## src/rtl/uart_pkg.sv

```systemverilog
// Shared byte width and arbiter state encoding for the uart_tx requester arbiter.
package uart_pkg;

    localparam int BYTE_W = 8;

    typedef enum logic {
        IDLE = 1'b0,
        OWN  = 1'b1
    } arb_state_t;

endpackage

```

## src/rtl/rr_pick.sv

```systemverilog
// Combinational round-robin search: first set request strictly after ptr, with wrap.
module rr_pick
    import uart_pkg::*;
#(
    parameter int N  = 4,
    parameter int PW = (N > 1) ? $clog2(N) : 1
) (
    input  logic [N-1:0]  req,
    input  logic [PW-1:0] ptr,
    output logic [N-1:0]  pick
);

    logic [PW-1:0] idx;
    logic          found;

    always_comb begin
        pick  = '0;
        found = 1'b0;
        idx   = '0;
        // offset N lands back on ptr itself, so the previous winner is searched last
        for (int k = 1; k <= N; k++) begin
            idx = PW'((int'(ptr) + k) % N);
            if (!found && req[idx]) begin
                pick[idx] = 1'b1;
                found     = 1'b1;
            end
        end
    end

endmodule

```

## src/rtl/uart_tx_arb.sv

```systemverilog
// Round-robin arbiter letting NREQ byte-stream requesters share one uart_tx, with
// message locking and an optional per-grant burst limit.
module uart_tx_arb
    import uart_pkg::*;
#(
    parameter int NREQ      = 4,
    parameter int MAX_BURST = 16
) (
    input  logic                   clk,
    input  logic                   reset_,
    input  logic [NREQ-1:0]        req_valid,
    input  logic [NREQ*BYTE_W-1:0] req_data,
    input  logic [NREQ-1:0]        req_last,
    output logic [NREQ-1:0]        req_ready,
    output logic                   tx_req,
    output logic [BYTE_W-1:0]      tx_data,
    input  logic                   tx_ready,
    output logic [NREQ-1:0]        grant,
    output logic                   msg_cut
);

    localparam int PW     = $clog2(NREQ);
    localparam int CNT_W  = (MAX_BURST > 1) ? $clog2(MAX_BURST) : 1;
    localparam bit LIMIT_EN = (MAX_BURST != 0);
    localparam logic [CNT_W-1:0] CUT_AT = CNT_W'((MAX_BURST > 0) ? MAX_BURST - 1 : 0);

    arb_state_t       state_reg, state_next;
    logic [NREQ-1:0]  grant_reg, grant_next;
    logic [PW-1:0]    ptr_reg, ptr_next;
    logic [CNT_W-1:0] cnt_reg, cnt_next;
    logic             cut_reg, cut_next;

    logic [BYTE_W-1:0] data_arr [NREQ];
    logic [NREQ-1:0]   pick;
    logic [PW-1:0]     pick_idx;
    logic              owner_valid;
    logic              accept;

    generate
        for (genvar gi = 0; gi < NREQ; gi++) begin : g_unpack
            assign data_arr[gi] = req_data[gi*BYTE_W +: BYTE_W];
        end
    endgenerate

    rr_pick #(
        .N  (NREQ),
        .PW (PW)
    ) u_rr_pick (
        .req  (req_valid),
        .ptr  (ptr_reg),
        .pick (pick)
    );

    always_comb begin
        pick_idx = '0;
        for (int i = 0; i < NREQ; i++) begin
            if (pick[i]) begin
                pick_idx = PW'(i);
            end
        end
    end

    // ptr_reg doubles as the owner index while in OWN
    assign owner_valid = (state_reg == OWN) && req_valid[ptr_reg];
    assign accept      = owner_valid && tx_ready;
    assign tx_req      = owner_valid;
    assign tx_data     = (state_reg == OWN) ? data_arr[ptr_reg] : '0;
    assign req_ready   = grant_reg & {NREQ{accept}};
    assign grant       = grant_reg;
    assign msg_cut     = cut_reg;

    always_ff @(posedge clk or negedge reset_) begin
        if (!reset_) begin
            state_reg <= IDLE;
            grant_reg <= '0;
            ptr_reg   <= PW'(NREQ - 1);
            cnt_reg   <= '0;
            cut_reg   <= 1'b0;
        end else begin
            state_reg <= state_next;
            grant_reg <= grant_next;
            ptr_reg   <= ptr_next;
            cnt_reg   <= cnt_next;
            cut_reg   <= cut_next;
        end
    end

    always_comb begin
        state_next = state_reg;
        grant_next = grant_reg;
        ptr_next   = ptr_reg;
        cnt_next   = cnt_reg;
        cut_next   = 1'b0;
        case (state_reg)
            IDLE: begin
                if (|req_valid) begin
                    state_next = OWN;
                    grant_next = pick;
                    ptr_next   = pick_idx;
                    cnt_next   = '0;
                end
            end
            OWN: begin
                if (accept) begin
                    if (req_last[ptr_reg]) begin
                        state_next = IDLE;
                        grant_next = '0;
                    end else if (LIMIT_EN && (cnt_reg == CUT_AT)) begin
                        state_next = IDLE;
                        grant_next = '0;
                        cut_next   = 1'b1;
                    end else begin
                        cnt_next = cnt_reg + 1'b1;
                    end
                end
            end
            default: begin
                state_next = IDLE;
                grant_next = '0;
            end
        endcase
    end

endmodule

```

## config.mk

```make
export PLATFORM = sky130hd
export DESIGN_NAME = uart_tx_arb
export DESIGN_NICKNAME = d
export VERILOG_FILES = /design/src/rtl/uart_pkg.sv /design/src/rtl/rr_pick.sv /design/src/rtl/uart_tx_arb.sv
export SDC_FILE = /design/constraint.sdc
export NUM_CORES = 1
export LEC_CHECK = 0
export CORE_MARGIN = 5
export CORE_UTILIZATION = 42
export CTS_CLUSTER_DIAMETER = 120
export DETAILED_ROUTE_END_ITERATION = 16
export PLACE_DENSITY_LB_ADDON = 0.25
export SLEW_MARGIN = 30
export SYNTH_ARGS = -nofsm -noshare
export SYNTH_HDL_FRONTEND = slang
export SYNTH_SLANG_ARGS = --single-unit
export TNS_END_PERCENT = 100
```

## constraint.sdc

```tcl
create_clock -name clk -period 4.8 [get_ports clk]
set_input_delay 0.48 -clock clk [delete_from_list [all_inputs] [get_ports clk]]
set_output_delay 0.48 -clock clk [all_outputs]
set_load 0.02 [all_outputs]
```

Word level (Yosys, flattened, before mapping)
Index checks and enable logic that the tools add are counted.
- flip-flop bits (word level): 12
- word-level logic and storage cells: 101
- eq/ne operators: 6
- muxes and demuxes: 53
- order comparisons: 10
- bitwise operators: 6
- reduce and logical (&&, ||, !) cells: 16
- add/subtract/negate cells: 5
- operators with widths (cell ; count):
    $mux W4 ; 12
    $mux W8 ; 3
    $mux W1 ; 22
    $bmux W8 S2 ; 1
    $pmux W4 S2 ; 2
    $lt A2 B3 Y1 const B ; 5
    $bmux W1 S2 ; 6
    $or A4 B4 Y4 ; 3
    $logic_and A1 B1 Y1 ; 9
    $demux W1 S2 ; 4
    $ge A2 B1 Y1 const B ; 4
    $ne A2 B2 Y1 const B ; 3
    $add A2 B1 Y2 const B ; 2
    $add A2 B2 Y2 const B ; 2
    $add A4 B1 Y4 const B ; 1
    $and A4 B4 Y4 ; 1
    $eq A4 B4 Y1 const B ; 1
    $mux W2 ; 2
    $reduce_and A4 Y1 ; 1
    $reduce_or A4 Y1 ; 1
    $ge A3 B3 Y1 const B ; 1
    $logic_not A1 Y1 ; 3
    $ne A3 B1 Y1 const B ; 1
    $not A2 Y3 ; 1
    other kinds (5) ; 5

Depth between registers and ports, before layout
- word-level depth: 16
- depth in mapped cells: 9
- mapped depth without buffers: 7

By module
From an unflattened synthesis, not the netlist that was laid out.
- cell total of the unflattened synthesis: 119
- area, all modules: 1327.5 sq um
- modules (own cells, without submodules) (module ; cells each ; area an instance (sq um) ; instances):
    uart_tx_arb ; 81 ; 969.7 ; 1
    rr_pick ; 38 ; 357.8 ; 1

Least setup slack after synthesis
OpenSTA, ideal clock, no wires.
- path type: register to register
- start: register ptr_reg[0]
- end: register ptr_reg[0]
- required time: 4.723 ns
- library setup time: 0.077 ns
- cell stages (with the launch flop): 10
- data arrival time: 2.776 ns
- slack: 1.947 ns
- cell sequence: dfstp_2 > buf_6 > buf_2 > inv_1 > ha_1 > mux4_2 > nor4b_4 > and2_1 > o211ai_1 > a31oi_1
- longest elaborated chain between the ends: 16
- elaborated cells on any way between the ends: 51
- those cells by class: add/sub: 4; order compare: 8; mux: 26; bitwise: 3; reduce/logical: 10
- RTL lines (what ; line ; RTL):
    start: declaration ; uart_tx_arb.sv:29 ; logic [PW-1:0] ptr_reg, ptr_next;
    start signal: assignment ; uart_tx_arb.sv:76 ; ptr_reg <= PW'(NREQ - 1);
    start signal: assignment ; uart_tx_arb.sv:82 ; ptr_reg <= ptr_next;
    branches (longest 12 deep; another with $lt A2 B3 Y1) ; -- ;
    $mux W4 (*) ; rr_pick.sv:23 ; if (!found && req[idx]) begin
    $mux W1 ; uart_tx_arb.sv:57 ; if (pick[i]) begin
    $mux W2 ; uart_tx_arb.sv:57 ;
    $mux W2 (*) ; uart_tx_arb.sv:57 ;
Mark *: on every way between the ends. The select of a mux whose other input is x is not followed.
A chain may end at the register's enable or synchronous reset.

Final worst setup path
- start: register ptr_reg[0]
- end: output req_ready[1]
- longest elaborated chain between the ends: 5
- RTL lines (what ; line ; RTL):
    $bmux W1 S2 ; uart_tx_arb.sv:64 ; assign owner_valid = (state_reg == OWN) && req_valid[ptr_reg];
    $mux W1 (implied by the code) ; uart_tx_arb.sv:64 ;
    $logic_and A1 B1 Y1 ; uart_tx_arb.sv:64 ;
    $logic_and A1 B1 Y1 ; uart_tx_arb.sv:65 ; assign accept = owner_valid && tx_ready;
    $and A4 B4 Y4 ; uart_tx_arb.sv:68 ; assign req_ready = grant_reg & {NREQ{accept}};
    end: declaration ; uart_tx_arb.sv:14 ; output logic [NREQ-1:0] req_ready,
Every way passes these cells. The select of a mux whose other input is x is not followed.

==> flow_results.org <==
** Outcome
- The run finished with clean final reports.

** Critical path
- CP cell instances :: mux4_2 -> and3_1 -> and2_1 -> clkdlybuf4s50_1
- Master of the slowest instance on the critical path :: dfstp_2
- In this run the worst path has a maximum fanout of 19.
- The worst setup path is captured at a primary output.
- Worst Path Buf+Inv :: 1
- Critical path class :: register to primary output
- Data on the critical path arrives at its endpoint at 2.80 ns.
- Top delay family on crit path :: flip-flops
- Worst stage delay on the critical path :: 0.87 ns
- At the worst endpoint, the required time is 4.32 ns.
- Startpoint types :: register

** Yosys
- The mapped netlist covers 1160 sq um.
- Number of distinct library cells after synthesis :: 29
- The share of the Yosys chip area taken by registers is 0.261.
- Syn Area/Cell :: 10.4 sq um
- Number of warnings issued by yosys :: 0
- Nets in the synthesized netlist :: 163
- Most used flip-flop cell after synthesis :: dfrtp_1
- Number of flops mapped to enable cells by yosys :: 0
- Synth Register Bits :: 12
- Gate Count Post-Synth :: 111
- Of all flip-flops after synthesis, the portion carrying an async set or reset was 1.00.

** STA
- Dividing the final minimum period by the clock period gives 0.682.
- Between clock sinks in the finished design, the worst skew comes to 0.00239 ns.
- Final count of pins violating max slew :: 0
- Setup TNS Final :: 0 ns
- Setup repair after global routing left no endpoint under its margin.
- In this run the tightest slew margin relative to its limit is 0.647.
- The hold violation total from the final report is 0.
- At the pin with the least slew margin, the transition time is 0.527 ns.
- Subtracting the final worst setup slack from the clock period gives 3.28 ns.
- Fmax :: 305 MHz
- After layout, the worst setup slack is 1.52 ns.
- Setup violations remaining at the end of the flow were counted as 0.
- On the final layout, the worst hold slack is 0.507 ns.

** Die
- The initial utilization of the core area, before any placement, comes to 0.428.
- The die is 62.5 um wide.
- Core area :: 2710 sq um
- The floorplan step defined a die boundary enclosing ~3900 sq um.
- The floorplan has 19 rows.
- DIE HEIGHT :: 62.5 um
- Top-level I/O count :: 61

** Placed design
- Quantity of I/O buffers inserted on ports :: 60
- Final RePlAce weighted congestion :: 0.853
- Placed cell count :: between 150 and 200
- Pre-CTS worst setup slack :: ~1.8 ns
- Summed over all nets, the half-perimeter wirelength after detailed placement is 2690 um.

** Clocking
- Quantity of gates resized following cts :: 0
- TritonCTS built the clock tree.
- Worst skew pair latency :: 0.28 ns
- Counting the buffers created by CTS gives 3.
- Clock-pin slew was measured on the worst setup and hold paths at 0.08 ns.
- CTS built an H-tree with a depth of 1.
- The cell sitting at the root of the clock tree is a clkbuf_4.
- Longest Clk Path Bufs :: 2
- Setup repair bufs after CTS :: 0
- Hold-fix buffers, CTS :: 0
- Number of sinks handled by clock tree synthesis :: 12

** Finish
- At the end of the flow, the number of nets in the layout was 223.
- Antenna diode count :: 0
- Across the whole layout, storage elements account for 303 sq um.
- In the layout the commonest cells are clkdlybuf4s50_1 (60), and2_1 (15), mux4_2 (13).
- In the final layout, the share of cells above drive strength 1 is 0.124.
- Leaving out fill and tap cells, the most frequent cell in the layout is clkdlybuf4s50_1.
- Post-route non-filler standard cell count :: about 200
- Fill cell total of the finished layout :: 236
- In the final layout, the multi-input gates occupy 817 sq um.
- Layout-stage area growth over the synthesis result :: 55.9%

** Power and ir drop
- Power per Cell Area :: between 500 and 600 nW/um^2
- Across the VDD grid, the largest voltage drop is 335 uV.
- In this run the static leakage power is 0.724 nW.
- Summing internal, switching and leakage power gives about 1 mW.

** Route
- WL final :: 3250 um
- Dividing the detail-routed wire length by the instance count gives ~16 um.
- Summing over every cut layer, the via total after detailed routing is 1117.
- Via density per instance :: 5.56
- For this run, design rule violations remaining after detail routing come to 0.
- First-pass DRT Iterations :: 4
- For this block, the initial DRC count from the detailed router was 32.
- Antenna-violating nets left :: 0

** Worst hold path
- The path class of the tightest hold or removal check is register to register.

** GRT
- Global routing finished with a remaining overflow of 0.
- Entering global routing, the biggest net connects 20 pins.
- The initial antenna violation count came to 0.
- The first global-routing pass estimated 5290 um of wire.
- For this run, the total global-route usage over all layers was measured as 0.168.
- Vias in the first global route :: between 1000 and 1500

** Run
- # Max-Cap Violations :: 0
[metrics by stage]
stage | util | area, sq um
2_1_floorplan | - | 1160
3_3_place_gp | 0.653 | 1770
3_5_place_dp | 0.653 | 1770
4_1_cts | 0.667 | 1810
5_1_grt | 0.667 | 1810
6_report | 0.667 | 1810
[path summary, 6_finish.rpt]
kind | start | endpoint | slack [ns] | cells after the start
setup / recovery | ptr_reg[0]$_DFFE_PN1P_ | req_ready[1] | 1.52 | 4
hold reg to reg | grant[1]$_DFFE_PN0P_ | grant[1]$_DFFE_PN0P_ | 0.51 | 2
hold / removal | grant[1]$_DFFE_PN0P_ | grant[1]$_DFFE_PN0P_ | 0.51 | 2
setup reg to reg | ptr_reg[0]$_DFFE_PN1P_ | ptr_reg[1]$_DFFE_PN1P_ | 1.80 | 7
min in group asynchronous | reset_ | grant[0]$_DFFE_PN0P_ | 0.54 | 1
max in group asynchronous | reset_ | ptr_reg[1]$_DFFE_PN1P_ | 3.90 | 1
[worst reg2reg max path, stage by stage (launching register included)]
cell     delay, ns
dfstp_2       0.87
inv_1         0.20
ha_1          0.39
mux4_2        0.65
nor4b_4       0.38
nand2_1       0.11
and2_1        0.16
a31oi_1       0.18
[routing by layer]
layer,vias to the layer above,routed length (um),global-route usage,part of all wire
met5,-,0,0,0
met4,0,66,0.0637,0.020
met3,7,132,0.0396,0.041
met2,31,1770,0.306,0.54
met1,550,1280,0.186,0.39
li1,529,-,-,-
[power breakdown]
group | switching (mW) | total (mW) | internal [mW]
Sequential | 0.0830 | 0.223 | 0.140
Clock | 0.0365 | 0.0827 | 0.0462
Combinational | 0.326 | 0.698 | 0.372
[cells in the mapped netlist, types with 2 or more instances]
master	n	area, sq um
a21oi_1	3	15.0
a221oi_1	2	17.5
a31oi_1	2	12.5
and2_1	15	93.8
and3_1	2	12.5
clkbuf_1	2	7.51
dfrtp_1	10	250
dfstp_2	2	52.6
ha_1	9	113
inv_1	3	11.3
mux4_2	13	293
nand2_1	12	45.0
nand3_1	6	30.0
nor2_1	5	18.8
nor2b_1	3	18.8
o21ai_0	7	35.0
o2bb2ai_1	2	17.5
xor2_1	2	17.5
[cell type report]
cell class	instances	area share
Inverter	3	0.00623
Sequential cell	12	0.168
Tap cell	31	0.0215
Multi-Input combinational cell	91	0.452
Clock buffer	4	0.0201
Timing Repair Buffer	60	0.332
[cells by family (layout without fill, tap and decap cells)]
kind of cell	count (synthesis)	after routing	synth area share
compound gates	18	18	0.0983
buf+inv	8	67	0.0335
simple gates	49	49	0.242
mux	13	13	0.253
fa+ha+maj	9	9	0.0972
xor+xnor	2	2	0.0151
flops	12	12	0.261
Power figures use the tool's default switching activity.
